[config.mk]
export PLATFORM = sky130hd
export DESIGN_NAME = cmd_mem_loader
export DESIGN_NICKNAME = d
export VERILOG_FILES = /design/src/rtl/cmd_mem_loader.sv
export SDC_FILE = /design/constraint.sdc
export NUM_CORES = 1
export LEC_CHECK = 0
export BUFFER_PORTS_ARGS = -buffer_cell sky130_fd_sc_hd__buf_4
export CORE_MARGIN = 3
export CORE_UTILIZATION = 54
export CTS_BUF_LIST = sky130_fd_sc_hd__clkbuf_4 sky130_fd_sc_hd__clkbuf_8
export DETAILED_ROUTE_END_ITERATION = 16
export GPL_ROUTABILITY_DRIVEN = 0
export MAX_ROUTING_LAYER = met4
export PLACE_DENSITY = 0.76
export SLEW_MARGIN = 20
export SYNTH_ARGS = -nofsm -noshare
export SYNTH_HDL_FRONTEND = slang
export SYNTH_SLANG_ARGS = --single-unit
[constraint.sdc]
create_clock -name sysclk -period 2.15 [get_ports sysclk]
set_clock_uncertainty 0.1 [all_clocks]
set_input_delay 0.215 -clock sysclk [delete_from_list [all_inputs] [get_ports sysclk]]
set_output_delay 0.215 -clock sysclk [all_outputs]
set_load 0.005 [all_outputs]
[src/rtl/cmd_mem_loader.sv]
// ---------------------------------------------------------------------------
// cmd_mem_loader
// Loads and reads back a byte-wide command memory through a 4-bit nibble
// channel driven by an Arduino with a 4-phase strobe/ack handshake.
//
// Ports
//   sysclk              system clock, rising edge
//   arduino_reset       synchronous active-high reset
//   arduino_nibble_in   [3:0] nibble from the Arduino (asynchronous)
//   arduino_mode        [1:0] 00 write data, 01 load address, 10 read, 11 none
//   arduino_strobe      4-phase request (asynchronous)
//   arduino_ack         4-phase acknowledge
//   arduino_nibble_out  [3:0] readback nibble, valid while ack is high in mode 10
//   mem_cmd_dout        [7:0] memory read data
//   mem_cmd_din         [7:0] memory write data
//   mem_cmd_ad          [13:0] memory address
//   mem_cmd_ce/wre/oce/clk  memory chip enable, write enable, output enable, clock
// ---------------------------------------------------------------------------
module cmd_mem_loader (
  input  logic        sysclk,
  input  logic        arduino_reset,
  input  logic [3:0]  arduino_nibble_in,
  input  logic [1:0]  arduino_mode,
  input  logic        arduino_strobe,
  output logic        arduino_ack,
  output logic [3:0]  arduino_nibble_out,
  input  logic [7:0]  mem_cmd_dout,
  output logic [7:0]  mem_cmd_din,
  output logic [13:0] mem_cmd_ad,
  output logic        mem_cmd_ce,
  output logic        mem_cmd_wre,
  output logic        mem_cmd_oce,
  output logic        mem_cmd_clk
);

  typedef enum logic [2:0] {
    ST_IDLE       = 3'd0,
    ST_DECODE     = 3'd1,
    ST_MEM_SETUP  = 3'd2,
    ST_MEM_CLK_HI = 3'd3,
    ST_MEM_CLK_LO = 3'd4,
    ST_ACK_HOLD   = 3'd5
  } state_t;

  // Strobe synchronizer and edge detection
  logic       strobe_meta_r;
  logic       strobe_sync_r;
  logic [1:0] sync_valid_r;
  logic       strobe_prev_r;
  logic       strobe_rise_s;

  // FSM and datapath registers with their next values
  state_t      state_r,        state_nx;
  logic [3:0]  nibble_r,       nibble_nx;
  logic [1:0]  mode_r,         mode_nx;
  logic [1:0]  prev_mode_r,    prev_mode_nx;
  logic [1:0]  nibble_count_r, nibble_count_nx;
  logic [3:0]  high_nibble_r,  high_nibble_nx;
  logic [7:0]  byte_r,         byte_nx;
  logic [15:0] addr_shift_r,   addr_shift_nx;
  logic [13:0] reg_address_r,  reg_address_nx;
  logic [7:0]  read_byte_r,    read_byte_nx;
  logic        is_write_r,     is_write_nx;
  logic [3:0]  nibble_out_r,   nibble_out_nx;
  logic        ack_r,          ack_nx;
  logic [7:0]  mem_din_r,      mem_din_nx;
  logic [13:0] mem_ad_r,       mem_ad_nx;
  logic        mem_ce_r,       mem_ce_nx;
  logic        mem_wre_r,      mem_wre_nx;
  logic        mem_oce_r,      mem_oce_nx;
  logic        mem_clk_r,      mem_clk_nx;

  logic [1:0]  count_eff_s;
  logic [15:0] shift_s;
  logic        mem_active_s;
  // The top shifter nibble and the high half of read_byte are shifted out /
  // already forwarded, so nothing downstream consumes them.
  logic        spare_bits_unused_s;

  assign spare_bits_unused_s = ^{addr_shift_r[15:12], read_byte_r[7:4]};

  // A new transaction only starts on a rising synchronized strobe seen in IDLE.
  assign strobe_rise_s = strobe_sync_r & ~strobe_prev_r;

  // A mode change restarts the nibble phase before the count is used.
  assign count_eff_s = (mode_r != prev_mode_r) ? 2'd0 : nibble_count_r;

  assign shift_s = {addr_shift_r[11:0], nibble_r};

  // Two-flop strobe synchronizer plus edge history. The history flop is held
  // at 1 until the synchronizer has refilled after reset, so a strobe that is
  // already high at reset release must fall and rise again to be accepted.
  always_ff @(posedge sysclk) begin
    if (arduino_reset) begin
      strobe_meta_r <= 1'b0;
      strobe_sync_r <= 1'b0;
      sync_valid_r  <= 2'b00;
      strobe_prev_r <= 1'b1;
    end else begin
      strobe_meta_r <= arduino_strobe;
      strobe_sync_r <= strobe_meta_r;
      sync_valid_r  <= {sync_valid_r[0], 1'b1};
      strobe_prev_r <= sync_valid_r[1] ? strobe_sync_r : 1'b1;
    end
  end

  // Next-state and next-register logic; all outputs are registered from these.
  always_comb begin
    state_nx        = state_r;
    nibble_nx       = nibble_r;
    mode_nx         = mode_r;
    prev_mode_nx    = prev_mode_r;
    nibble_count_nx = nibble_count_r;
    high_nibble_nx  = high_nibble_r;
    byte_nx         = byte_r;
    addr_shift_nx   = addr_shift_r;
    reg_address_nx  = reg_address_r;
    read_byte_nx    = read_byte_r;
    is_write_nx     = is_write_r;
    nibble_out_nx   = nibble_out_r;

    case (state_r)
      ST_IDLE: begin
        if (strobe_rise_s) begin
          nibble_nx = arduino_nibble_in;
          mode_nx   = arduino_mode;
          state_nx  = ST_DECODE;
        end else begin
          state_nx  = ST_IDLE;
        end
      end

      ST_DECODE: begin
        prev_mode_nx = mode_r;
        case (mode_r)
          2'b00: begin
            if (count_eff_s == 2'd0) begin
              high_nibble_nx  = nibble_r;
              nibble_count_nx = 2'd1;
              state_nx        = ST_ACK_HOLD;
            end else begin
              byte_nx         = {high_nibble_r, nibble_r};
              nibble_count_nx = 2'd0;
              is_write_nx     = 1'b1;
              state_nx        = ST_MEM_SETUP;
            end
          end
          2'b01: begin
            addr_shift_nx = shift_s;
            if (count_eff_s == 2'd3) begin
              reg_address_nx  = shift_s[13:0];
              nibble_count_nx = 2'd0;
            end else begin
              nibble_count_nx = count_eff_s + 2'd1;
            end
            state_nx = ST_ACK_HOLD;
          end
          2'b10: begin
            if (count_eff_s == 2'd0) begin
              is_write_nx = 1'b0;
              state_nx    = ST_MEM_SETUP;
            end else begin
              nibble_out_nx   = read_byte_r[3:0];
              nibble_count_nx = 2'd0;
              reg_address_nx  = reg_address_r + 14'd1;
              state_nx        = ST_ACK_HOLD;
            end
          end
          default: begin
            nibble_count_nx = count_eff_s;
            state_nx        = ST_ACK_HOLD;
          end
        endcase
      end

      ST_MEM_SETUP: begin
        state_nx = ST_MEM_CLK_HI;
      end

      ST_MEM_CLK_HI: begin
        state_nx = ST_MEM_CLK_LO;
      end

      ST_MEM_CLK_LO: begin
        if (is_write_r) begin
          reg_address_nx = reg_address_r + 14'd1;
        end else begin
          read_byte_nx    = mem_cmd_dout;
          nibble_out_nx   = mem_cmd_dout[7:4];
          nibble_count_nx = 2'd1;
        end
        state_nx = ST_ACK_HOLD;
      end

      ST_ACK_HOLD: begin
        if (!strobe_sync_r) begin
          state_nx = ST_IDLE;
        end else begin
          state_nx = ST_ACK_HOLD;
        end
      end

      default: begin
        state_nx = ST_IDLE;
      end
    endcase

    // Memory pins are live only in MEM_SETUP and MEM_CLK_HI.
    mem_active_s = (state_nx == ST_MEM_SETUP) || (state_nx == ST_MEM_CLK_HI);
    mem_ce_nx    = mem_active_s;
    mem_wre_nx   = mem_active_s & is_write_nx;
    mem_oce_nx   = mem_active_s & ~is_write_nx;
    mem_clk_nx   = (state_nx == ST_MEM_CLK_HI);
    mem_ad_nx    = mem_active_s ? reg_address_nx : 14'd0;
    mem_din_nx   = (mem_active_s & is_write_nx) ? byte_nx : 8'd0;
    ack_nx       = (state_nx == ST_ACK_HOLD);
  end

  // State, datapath and output registers.
  always_ff @(posedge sysclk) begin
    if (arduino_reset) begin
      state_r        <= ST_IDLE;
      nibble_r       <= 4'd0;
      mode_r         <= 2'd0;
      prev_mode_r    <= 2'd0;
      nibble_count_r <= 2'd0;
      high_nibble_r  <= 4'd0;
      byte_r         <= 8'd0;
      addr_shift_r   <= 16'd0;
      reg_address_r  <= 14'd0;
      read_byte_r    <= 8'd0;
      is_write_r     <= 1'b0;
      nibble_out_r   <= 4'd0;
      ack_r          <= 1'b0;
      mem_din_r      <= 8'd0;
      mem_ad_r       <= 14'd0;
      mem_ce_r       <= 1'b0;
      mem_wre_r      <= 1'b0;
      mem_oce_r      <= 1'b0;
      mem_clk_r      <= 1'b0;
    end else begin
      state_r        <= state_nx;
      nibble_r       <= nibble_nx;
      mode_r         <= mode_nx;
      prev_mode_r    <= prev_mode_nx;
      nibble_count_r <= nibble_count_nx;
      high_nibble_r  <= high_nibble_nx;
      byte_r         <= byte_nx;
      addr_shift_r   <= addr_shift_nx;
      reg_address_r  <= reg_address_nx;
      read_byte_r    <= read_byte_nx;
      is_write_r     <= is_write_nx;
      nibble_out_r   <= nibble_out_nx;
      ack_r          <= ack_nx;
      mem_din_r      <= mem_din_nx;
      mem_ad_r       <= mem_ad_nx;
      mem_ce_r       <= mem_ce_nx;
      mem_wre_r      <= mem_wre_nx;
      mem_oce_r      <= mem_oce_nx;
      mem_clk_r      <= mem_clk_nx;
    end
  end

  assign arduino_ack        = ack_r;
  assign arduino_nibble_out = nibble_out_r;
  assign mem_cmd_din        = mem_din_r;
  assign mem_cmd_ad         = mem_ad_r;
  assign mem_cmd_ce         = mem_ce_r;
  assign mem_cmd_wre        = mem_wre_r;
  assign mem_cmd_oce        = mem_oce_r;
  assign mem_cmd_clk        = mem_clk_r;

endmodule

# ---- Yosys cells after proc, flatten, opt, wreduce, memory -nomap -nowiden
# Cells that the tools add are included.
dict set report op_classes {
  add_sub_neg 2
  n_mul 0
  n_div 0
  magnitude_cmp 0
  n_eq_ne 16
  shifts 0
  mux 30
  bitwise 9
  n_reduce_logical 14
}
# op n
set op_table {}
lappend op_table {{$pmux W14 S2} 2}
lappend op_table {{$mux W14} 3}
lappend op_table {{$mux W8} 3}
lappend op_table {{$pmux W3 S6} 1}
lappend op_table {{$add A14 B1 Y14 const B} 1}
lappend op_table {{$eq A3 B2 Y1 const B} 4}
lappend op_table {{$mux W4} 3}
lappend op_table {{$eq A3 B3 Y1 const B} 3}
lappend op_table {{$mux W3} 3}
lappend op_table {{$mux W2} 4}
lappend op_table {{$pmux W4 S2} 1}
lappend op_table {{$mux W1} 6}
lappend op_table {{$ne A2 B2 Y1 const B} 3}
lappend op_table {{$not A1 Y1} 6}
lappend op_table {{$pmux W2 S3} 1}
lappend op_table {{$pmux W3 S2} 1}
lappend op_table {{$reduce_and A2 Y1} 3}
lappend op_table {{$reduce_and A3 Y1} 2}
lappend op_table {{$reduce_or A2 Y1} 3}
lappend op_table {{$eq A2 B2 Y1 const B} 2}
lappend op_table {{$logic_not A2 Y1} 2}
lappend op_table {{$pmux W2 S2} 1}
lappend op_table {{$reduce_and A4 Y1} 1}
lappend op_table {{$and A1 B1 Y1} 3}
lappend op_table {{9 further kinds} 9}
dict set report word_totals {
  ff_bits 90
  latchBits 0
  mem_bits_rw 0
  romBits 0
  out_inout_bits 31
  elab_cells 95
  n_memories 0
}

# ---- Longest topological paths before layout
# Gate-level depths: netlist of the first run.
dict set report logic_depth {
  word_depth 11
  ltp_mapped 10
  ltp_nobuf 9
}

# ---- Least setup slack after synthesis of the first run
# Ideal clock, no wire load.
dict set report synth_timing {
  kind {reg-to-reg}
  startpoint {register mode_r[1]}
  endpoint {register reg_address_r[2]}
  setup_time_ps 135
  arrival_ps 2093
  setup_slack_ps -179
  path_stages_with_launch 11
  n_path_buf 1
  period_less_slack_ps 2329
  cell_sequence {dfxtp_1 -> xor2_2 -> nor2_1 -> nand2_1 -> ha_1 -> buf_2 -> nand2b_1 -> nor2_1 -> a2111o_1 -> o21ai_1 -> a211oi_1}
}
dict set report synth_between {
  elab_chain_len 6
}
# element line_no
set synth_lines {}
lappend synth_lines {{from (decl)} 55} ;# logic [1:0] mode_r, mode_nx;
lappend synth_lines {{from (signal assigned)} 244} ;# mode_r <= mode_nx;
lappend synth_lines {{$ne A2 B2 Y1} 86} ;# assign count_eff_s = (mode_r != prev_mode_r) ? 2'd0 : nibble_count_r;
lappend synth_lines {{$mux W2} 86}
lappend synth_lines {{$eq A2 B2 Y1 or $logic_not A2 Y1 (tied branches)} {150, 159}}
lappend synth_lines {{$mux W14, on equally long branches} {150, 159}}
lappend synth_lines {{$pmux W14 S2 *} 135} ;# case (mode_r)
lappend synth_lines {{$pmux W14 S2 *} 122} ;# case (state_r)
lappend synth_lines {{to (signal assigned)} 250} ;# reg_address_r <= reg_address_nx;
lappend synth_lines {{to (decl)} 61} ;# logic [13:0] reg_address_r, reg_address_nx;
# Every way passes the cells marked *; elsewhere a longest branch is shown, timed or not.
# A chain may end at the register's enable or synchronous reset.

# ---- Worst setup path in the final report of the first run
dict set report layout_timing {
  startpoint {register mode_r[0]}
  endpoint {register mem_ad_r[10], in the netlist mem_cmd_ad[10]}
}
dict set report layout_between {
  elab_chain_len 10
}
# element line_no
set layout_lines {}
lappend layout_lines {{$ne A2 B2 Y1} 86}
lappend layout_lines {{$mux W2} 86}
lappend layout_lines {{$logic_not A2 Y1} {137, 159}}
lappend layout_lines {{$mux W3, on equally long branches} {159, 137}}
lappend layout_lines {{$pmux W3 S2} 135}
lappend layout_lines {{$pmux W3 S6} 122}
lappend layout_lines {{$eq A3 B2 Y1} 209} ;# mem_active_s = (state_nx == ST_MEM_SETUP) || (state_nx == ST_MEM_CLK_HI);
lappend layout_lines {{$logic_or A1 B1 Y1} 209}
lappend layout_lines {{$not A1 Y1 (no line)} --}
lappend layout_lines {{$reduce_or A2 Y1 (no line)} --}
lappend layout_lines {{to (signal assigned)} 256} ;# mem_ad_r <= mem_ad_nx;
lappend layout_lines {{to (decl)} 67} ;# logic [13:0] mem_ad_r, mem_ad_nx;
# Parallel ways exist; a longest one is shown, timed or not.

==> results of run 1 <==
-- cells in the final DEF (no fill, tap or decap), drive strengths merged, types with 2 or more instances in the layout --
cell           n
nand3         14
a21bo          2
o31ai          5
a22o           2
ha             6
nand4          3
mux2i         23
nand2         51
a221oi         3
clkinv         2
or2            5
o211ai         3
nor3          12
and2           2
a21oi         32
clkbuf        10
and4bb         2
inv           14
a211oi        11
and4           3
xor2           5
o221a          2
dfxtp         90
o21ai         13
dlygate4sd3   10
a21o           4
nor2          72
nor4           9
buf          103
mux2           3
nand2b         5
xnor2          6
nor2b         10
a31oi          9
nor3b          3
a22oi          2
a41oi          2
and3           6
-- worst max-delay path by stage --
stage | start | endpoint | slack, ps | cells after the start
after floorplan | mode_r[0] | reg_address_r[11] | 2 | 9
after global placement | mode_r[0] | mem_cmd_din[6] | -10 | 9
after detailed placement | mode_r[0] | mem_cmd_ad[1] | -110 | 9
after CTS | mode_r[1] | mem_cmd_ad[1] | -20 | 9
after global routing | prev_mode_r[1] | mem_cmd_ad[7] | -120 | 11
final | mode_r[0] | mem_cmd_ad[10] | -60 | 10
-- power by group --
group / switching [W] / total (W) / internal [W]
registers: 0.0000768 / 0.00182 / 0.00174
logic: 0.000726 / 0.00128 / 0.000556
clock network: 0.000655 / 0.00111 / 0.000450
-- flip-flops by register name, indices dropped and copies added (netlist names), 2 cells and up --
name,cells
byte_r,8
mem_cmd_din,8
addr_shift_r,10
state_r,3
reg_address_r,14
arduino_nibble_out,4
mode_r,2
high_nibble_r,4
nibble_r,4
sync_valid_r,2
nibble_count_r,2
read_byte_r,4
mem_cmd_ad,14
prev_mode_r,2
-- cells by family after synthesis --
| family | Yosys count |
|---|---|
| AO/OA/AOI/OAI | 98 |
| XOR/XNOR | 11 |
| adder cells (fa/ha/maj) | 6 |
| buffers and inverters | 36 |
| flip-flops | 90 |
| multiplexers | 26 |
| AND/OR/NAND/NOR | 205 |
-- routing by layer --
| metal | part of all wire | vias to the layer above | track usage |
|---|---|---|---|
| li1 | - | 1880 | - |
| met1 | 0.42 | 1863 | 0.346 |
| met2 | 0.48 | 169 | 0.420 |
| met3 | 0.074 | 42 | 0.0689 |
| met4 | 0.031 | 0 | 0.0975 |
| met5 | 0 | - | - |
-- per-stage QoR --
stage | area (µm²) | hold WS, ps
after global routing | 5660 | 27.3
after global placement | 4980 | 250
final | 5660 | 5.49
after detailed placement | 4980 | 258
after CTS | 5420 | 0.763
after floorplan | 4240 | 243
-- repair_timing --
item / CTS / global route
gates cloned: 2 / 1
buffers inserted: 9 / 1
setup endpoints to repair: 33 / 52
hold endpoints to repair: 10 / 0
hold buffers: 10 / 0
resized for setup: 15 / 40
pin swaps: 6 / 20
-- area by class of cell --
class                   count  area share
clock buffers              10      0.0232
clock inverters             6     0.00885
inverters                  11     0.00730
multi-input cells         349       0.456
flip-flops and latches     90       0.321
well taps                  99      0.0219
repair buffers            113       0.162
-- worst max-delay path: stages (launching register included) --
cell and delay [ps]:
dfxtp_4 390, xor2_4 190, nor2_4 100, nand2_2 90, ha_4 220, mux2_4 320
a21oi_4 190, nor3_4 70, buf_6 140, o21ai_4 160, nor2_1 110
==> impl_results.md, run 1 <==
- Failing checks: setup timing
- Layout cell share with drive strength beyond 1: 0.330
- Final cell count without fillers: 678
- Num rows: 31
- Post-Synth XOR/XNOR Area: 0.0267
- Synthesized area per cell: slightly below 9 µm²
- Design Power: ~0.0042 W
- Die Span X: roughly 94 µm
- Outcome: complete, but fails checks
- Register area share after synthesis: 0.431
- I/O pin cnt: 48
- Count leader, synth: dfxtp_1
- Crit path DAT: ~2400 ps
- Port buffer count: 47
- Dpl ws: -112 ps
- Fin crit share: 1.03
- Root Buffer: clkbuf_8
- Yosys reg bits: 90
- RSZ-0062 raised after global routing: true
- Yosys top cell area share: 0.431
- HP Start: arduino_nibble_in[2]
- Max Slew Vio Count: 0
- Worst hold path endpoint: nibble_r[2]
- Post-synth EDFFs: 0
- Fin. Hold Viols: 0
- Clock Path Buffers: 2
- WL/cell: 17.4 µm
- CTS tree: built
- Final setup viols: 18
- Top cells by count, synth: 90 x dfxtp_1, 71 x nor2_1, 51 x nand2_1
- Hold WC Path Type: input port to flip-flop
- Synth Area in Adders: 0.0180
- GRT overflow: 0
- Clock Latency Late Sink: roughly 370 ps
- GRT Total Usage: 0.272
- # placed instances: 640
- DRC Markers: 0
- Yosys warnings: 0
- Peak VDD IR: 697 µV
- Synth area leader: dfxtp_1
- Min Tclk post-route: about 2200 ps
- Synth Area in Compound Gates: 0.173
- Crit-path max FO: 8
- Final-layout fill cell count: approximately 520
- Reg area: roughly 1800 µm²
- H-tree depth: 3
- Multi-input logic area: roughly 2600 µm²
- Detail-routed via count per cell: 5.83
- Setup ws final: -61.1 ps
- Worst r2r dst: mem_cmd_ad[10]
- Endpoint class of the critical path: flip-flop
- Die Span Y: approximately 94 µm
- Largest family of logic cells by synthesized area: simple AND/OR/NAND/NOR gates
- P_leak: around 2.1 nW
- Async set-reset flop share out of synthesis: 0
- Area Overhead vs Synth: 35.4%
- Initial Utilization: 0.567
- Synth Area in Simple Gates: 0.250
- TritonCTS buffer count: 9
- Vias: 3954
- Die ar.: just under 9000 µm²
- # clock sinks: 90
- Worst Path Required: between 2000 and 2500 ps
- Cell Pwr Density: 744 nW/µm²
- Netlist cell types: 75
- DR iter-0 viols: 352
- Nets: approximately 600
- Max cap viols: 0
- Final Util: 0.767
- Slew margin rel.: 0.679
- Core ar.: around 7400 µm²
- Multiplexer area fraction after synthesis: 0.0632
- # diodes: 0
- Cells after synthesis: between 400 and 500
- Syn_nets: about 500
- Setup TNS: -313 ps
- Overall routed net length: about 12000 µm
- Antenna violations before repair: 0
- FF-to-FF path depth: 10
- Top cells by area, synth: dfxtp_1 43%, nor2_1 6.4%, mux2i_1 5.5%, nand2_1 4.6%, a21oi_1 3.7%
- Least-Margin Pin Slew: around 480 ps
- HPWL Detailed: ~7400 µm
- Synth Flop Type: dfxtp_1
- Mapped cell area: roughly 4200 µm²
- First-pass GRT wire length: around 18000 µm
- Max Freq: about 0.45 GHz
- Setup crit start kind: flip-flop
- Clk slew on worst S/H paths: 100 ps
- Reg2Reg Launch Point: mode_r[0]
- Antenna-violating nets left: 0
- Reg2Reg Setup Slack: -60 ps
- Vias in the first global route: 3689
- Hold Crit Depth: 3
- Pin count of the biggest net entering global routing: 46
- Drt pass-1 iters: 7
- Critical path class: flip-flop to flip-flop
Note: power is estimated with default switching activity, not from simulation.
==> run 2: changes to the inputs <==
--- a/config.mk
+++ b/config.mk
@@ -8,7 +8,7 @@
 export BUFFER_PORTS_ARGS = -buffer_cell sky130_fd_sc_hd__buf_4
 export CORE_MARGIN = 3
 export CORE_UTILIZATION = 54
-export CTS_BUF_LIST = sky130_fd_sc_hd__clkbuf_4 sky130_fd_sc_hd__clkbuf_8
+export CTS_BUF_LIST = sky130_fd_sc_hd__clkbuf_8
 export DETAILED_ROUTE_END_ITERATION = 16
 export GPL_ROUTABILITY_DRIVEN = 0
 export MAX_ROUTING_LAYER = met4
==> run 2 against run 1 <==
Compared with the run above: critical path depth did not move; sequential power about the same; non-clock buffer count unchanged; maximum frequency down 0.48%; sequential cell count stayed put; setup slack worse by 11 ps; the flow still finishes with violations (setup timing); power fell by 0.35%; die area stayed put; critical path type unchanged; register-to-register slack about the same; worst hold slack got worse by 2.0 ps.
==> impl_results.md, run 2 (synthesis gave the netlist of run 1 again) <==
- Clock Latency Late Sink: 370 ps (about the same)
- Multi-input logic area: 2580 µm² (unchanged)
- Die Span X: 93.9 µm (unchanged)
- Setup TNS: -384 ps (-70.7 ps)
- Sw frac: 0.349 (+0.00176)
- RSZ-0062 raised after global routing: true
- Final-layout fill cell count: 526 (+0.38%)
- Drt pass-1 iters: 7 (unchanged)
- Hold WS: 3.47 ps (-2.01 ps)
- Least-Margin Pin Slew: 485 ps (+3.40 ps)
- GRT Total Usage: 0.272 (unchanged)
- Overall routed net length: 11900 µm (+0.52%)
- Area Overhead vs Synth: 35.3% (about the same)
- P_leak: 2.11 nW (about the same)
- Clk slew on worst S/H paths: 100 ps (about the same)
- GRT overflow: 0 (unchanged)
- Endpoint class of the critical path: flip-flop
- Initial Utilization: 0.567 (unchanged)
- Peak VDD IR: 697 µV (about the same)
- Slew margin rel.: 0.676 (-0.00227)
- P_sw: 0.00146 W (+0.15%)
- Clock Path Buffers: 2 (unchanged)
- Crit path DAT: 2370 ps (about the same)
- Hold WC Path Type: input port to flip-flop
- Vias in the first global route: 3689 (unchanged)
- Core ar.: 7370 µm² (unchanged)
- Die ar.: 8830 µm² (unchanged)
- HPWL Detailed: 7440 µm (unchanged)
- Antenna violations before repair: 0 (unchanged)
- Setup crit start kind: flip-flop
- First-pass GRT wire length: 18300 µm (unchanged)
- I/O pin cnt: 48 (unchanged)
- Sequential power share: 0.434 (+0.002)
- WP buf/inv: 1 (unchanged)
- Worst path top cell family by delay: flip-flops
- Port buffer count: 47 (unchanged)
- Vias: 3960 (+0.15%)
- Failing checks: setup timing
- Setup ws final: -71.7 ps (-10.6 ps)
- H-tree depth: 3 (unchanged)
- WL/cell: 17.5 µm (+0.52%)
- Cell Pwr Density: 741 nW/µm² (-0.29%)
- CP peak stage delay: 400 ps (about the same)
- DR iter-0 viols: 393 (+12%)
- Die Span Y: 93.9 µm (unchanged)
- Num rows: 31 (unchanged)
- Detail-routed via count per cell: 5.84 (+0.15%)
- Most frequent cells in the layout: 97 x buf_4, 85 x dfxtp_1, 68 x nor2_1
- Final setup viols: 19 (+1)
- Max Slew Vio Count: 0 (unchanged)
- Max cap viols: 0 (unchanged)
- Power share of the clock group: 0.259 (-0.004)
- CP max-delay cell: dfxtp_4
- Int Power: 0.00273 W (-0.62%)
- Antenna-violating nets left: 0 (unchanged)
- Root Buffer: clkbuf_8
- Worst Path Required: 2300 ps (about the same)
- CP cell instances: xor2_4 -> nor2_4 -> nand2_2 -> ha_4 -> mux2_4 -> a21oi_4 -> nor3_4 -> buf_6 -> o21ai_4 -> nor2_1
- CTS tree: built
- Crit-path max FO: 8 (unchanged)
- Layout cell share with drive strength beyond 1: 0.328 (-0.00173)
- Fin crit share: 1.03 (+0.00493)
- Nets: 597 (unchanged)
- Min Tclk post-route: 2220 ps (+10.6 ps)
- Max Freq: 0.450 GHz (-0.48%)
- Most common cell after layout, fill and taps aside: buf_4
- # diodes: 0 (unchanged)
- Combinational power share: 0.307 (+0.002)
- Pin count of the biggest net entering global routing: 46 (unchanged)
- TritonCTS buffer count: 9 (unchanged)
- # clock sinks: 90 (unchanged)
- Outcome: complete, but fails checks
- Dpl ws: -112 ps (unchanged)
- Reg area: 1820 µm² (unchanged)
- Fin. Hold Viols: 0 (unchanged)
- Critical path class: flip-flop to flip-flop
- DRC Markers: 0 (unchanged)
run 2: cell types whose count changed in the layout (fill, tap and decap cells not counted):
cell,delta
clkbuf_4,-1
inv_1,+1
run 2: what timing repair did:
item                                    CTS  global route
cloned                                    2             1
resized for setup                        15            40
hold buffers                             10             0
endpoints found under the setup margin   33            52
setup buffers                             9             1
hold endpoints to repair                 10             0
pin swaps                                 6            20
run 2: tightest hold or removal path: cells and delay by family:
family,cells,cell delay (ps)
buffers and inverters,1,80
muxes,1,50
and+or+nand+nor,1,90
run 2: metrics by stage:
step           power, W  cell area (µm²)  utilization  std cells
3_5_place_dp    0.00285             4980        0.675        640
5_1_grt         0.00435             5650        0.767        678
3_3_place_gp    0.00283             4980        0.675        640
6_report        0.00419             5650        0.767        678
2_1_floorplan   0.00251             4240            -        472
4_1_cts         0.00406             5420        0.735        676
run 2: final cells by class:
| class | count | share of cell area |
|---|---|---|
| Multi-Input combinational cell | 349 | 0.456 |
| Sequential cell | 90 | 0.322 |
| Timing Repair Buffer | 113 | 0.162 |
| Clock buffer | 9 | 0.0219 |
| Tap cell | 99 | 0.0219 |
| Clock inverter | 7 | 0.00952 |
| Inverter | 11 | 0.00731 |
run 2: path summary, 6_finish.rpt:
path | from | to | slack (ps) | cells past startpoint
hold reg to reg | sync_valid_r[1] | strobe_prev_r | 280 | 1
setup reg to reg | mode_r[0] | mem_cmd_ad[10] | -70 | 10
setup / recovery | mode_r[0] | mem_cmd_ad[10] | -70 | 10
hold / removal | arduino_nibble_in[2] | nibble_r[2] | 3 | 3
run 2: per-layer routing:
metal / wire length [µm] / GRT usage
met5: 0 / -
met4: 405 / 0.0975
met3: 905 / 0.0689
met2: 5680 / 0.420
met1: 4890 / 0.346
run 2: power by group through the flow:
stage | sequential, W | clock, W | combinational (W)
2_1_floorplan | 0.00183 | 0 | 0.000680
3_3_place_gp | 0.00184 | 0 | 0.000983
3_5_place_dp | 0.00185 | 0 | 0.00100
4_1_cts | 0.00181 | 0.00110 | 0.00115
5_1_grt | 0.00183 | 0.00116 | 0.00136
6_report | 0.00182 | 0.00109 | 0.00129
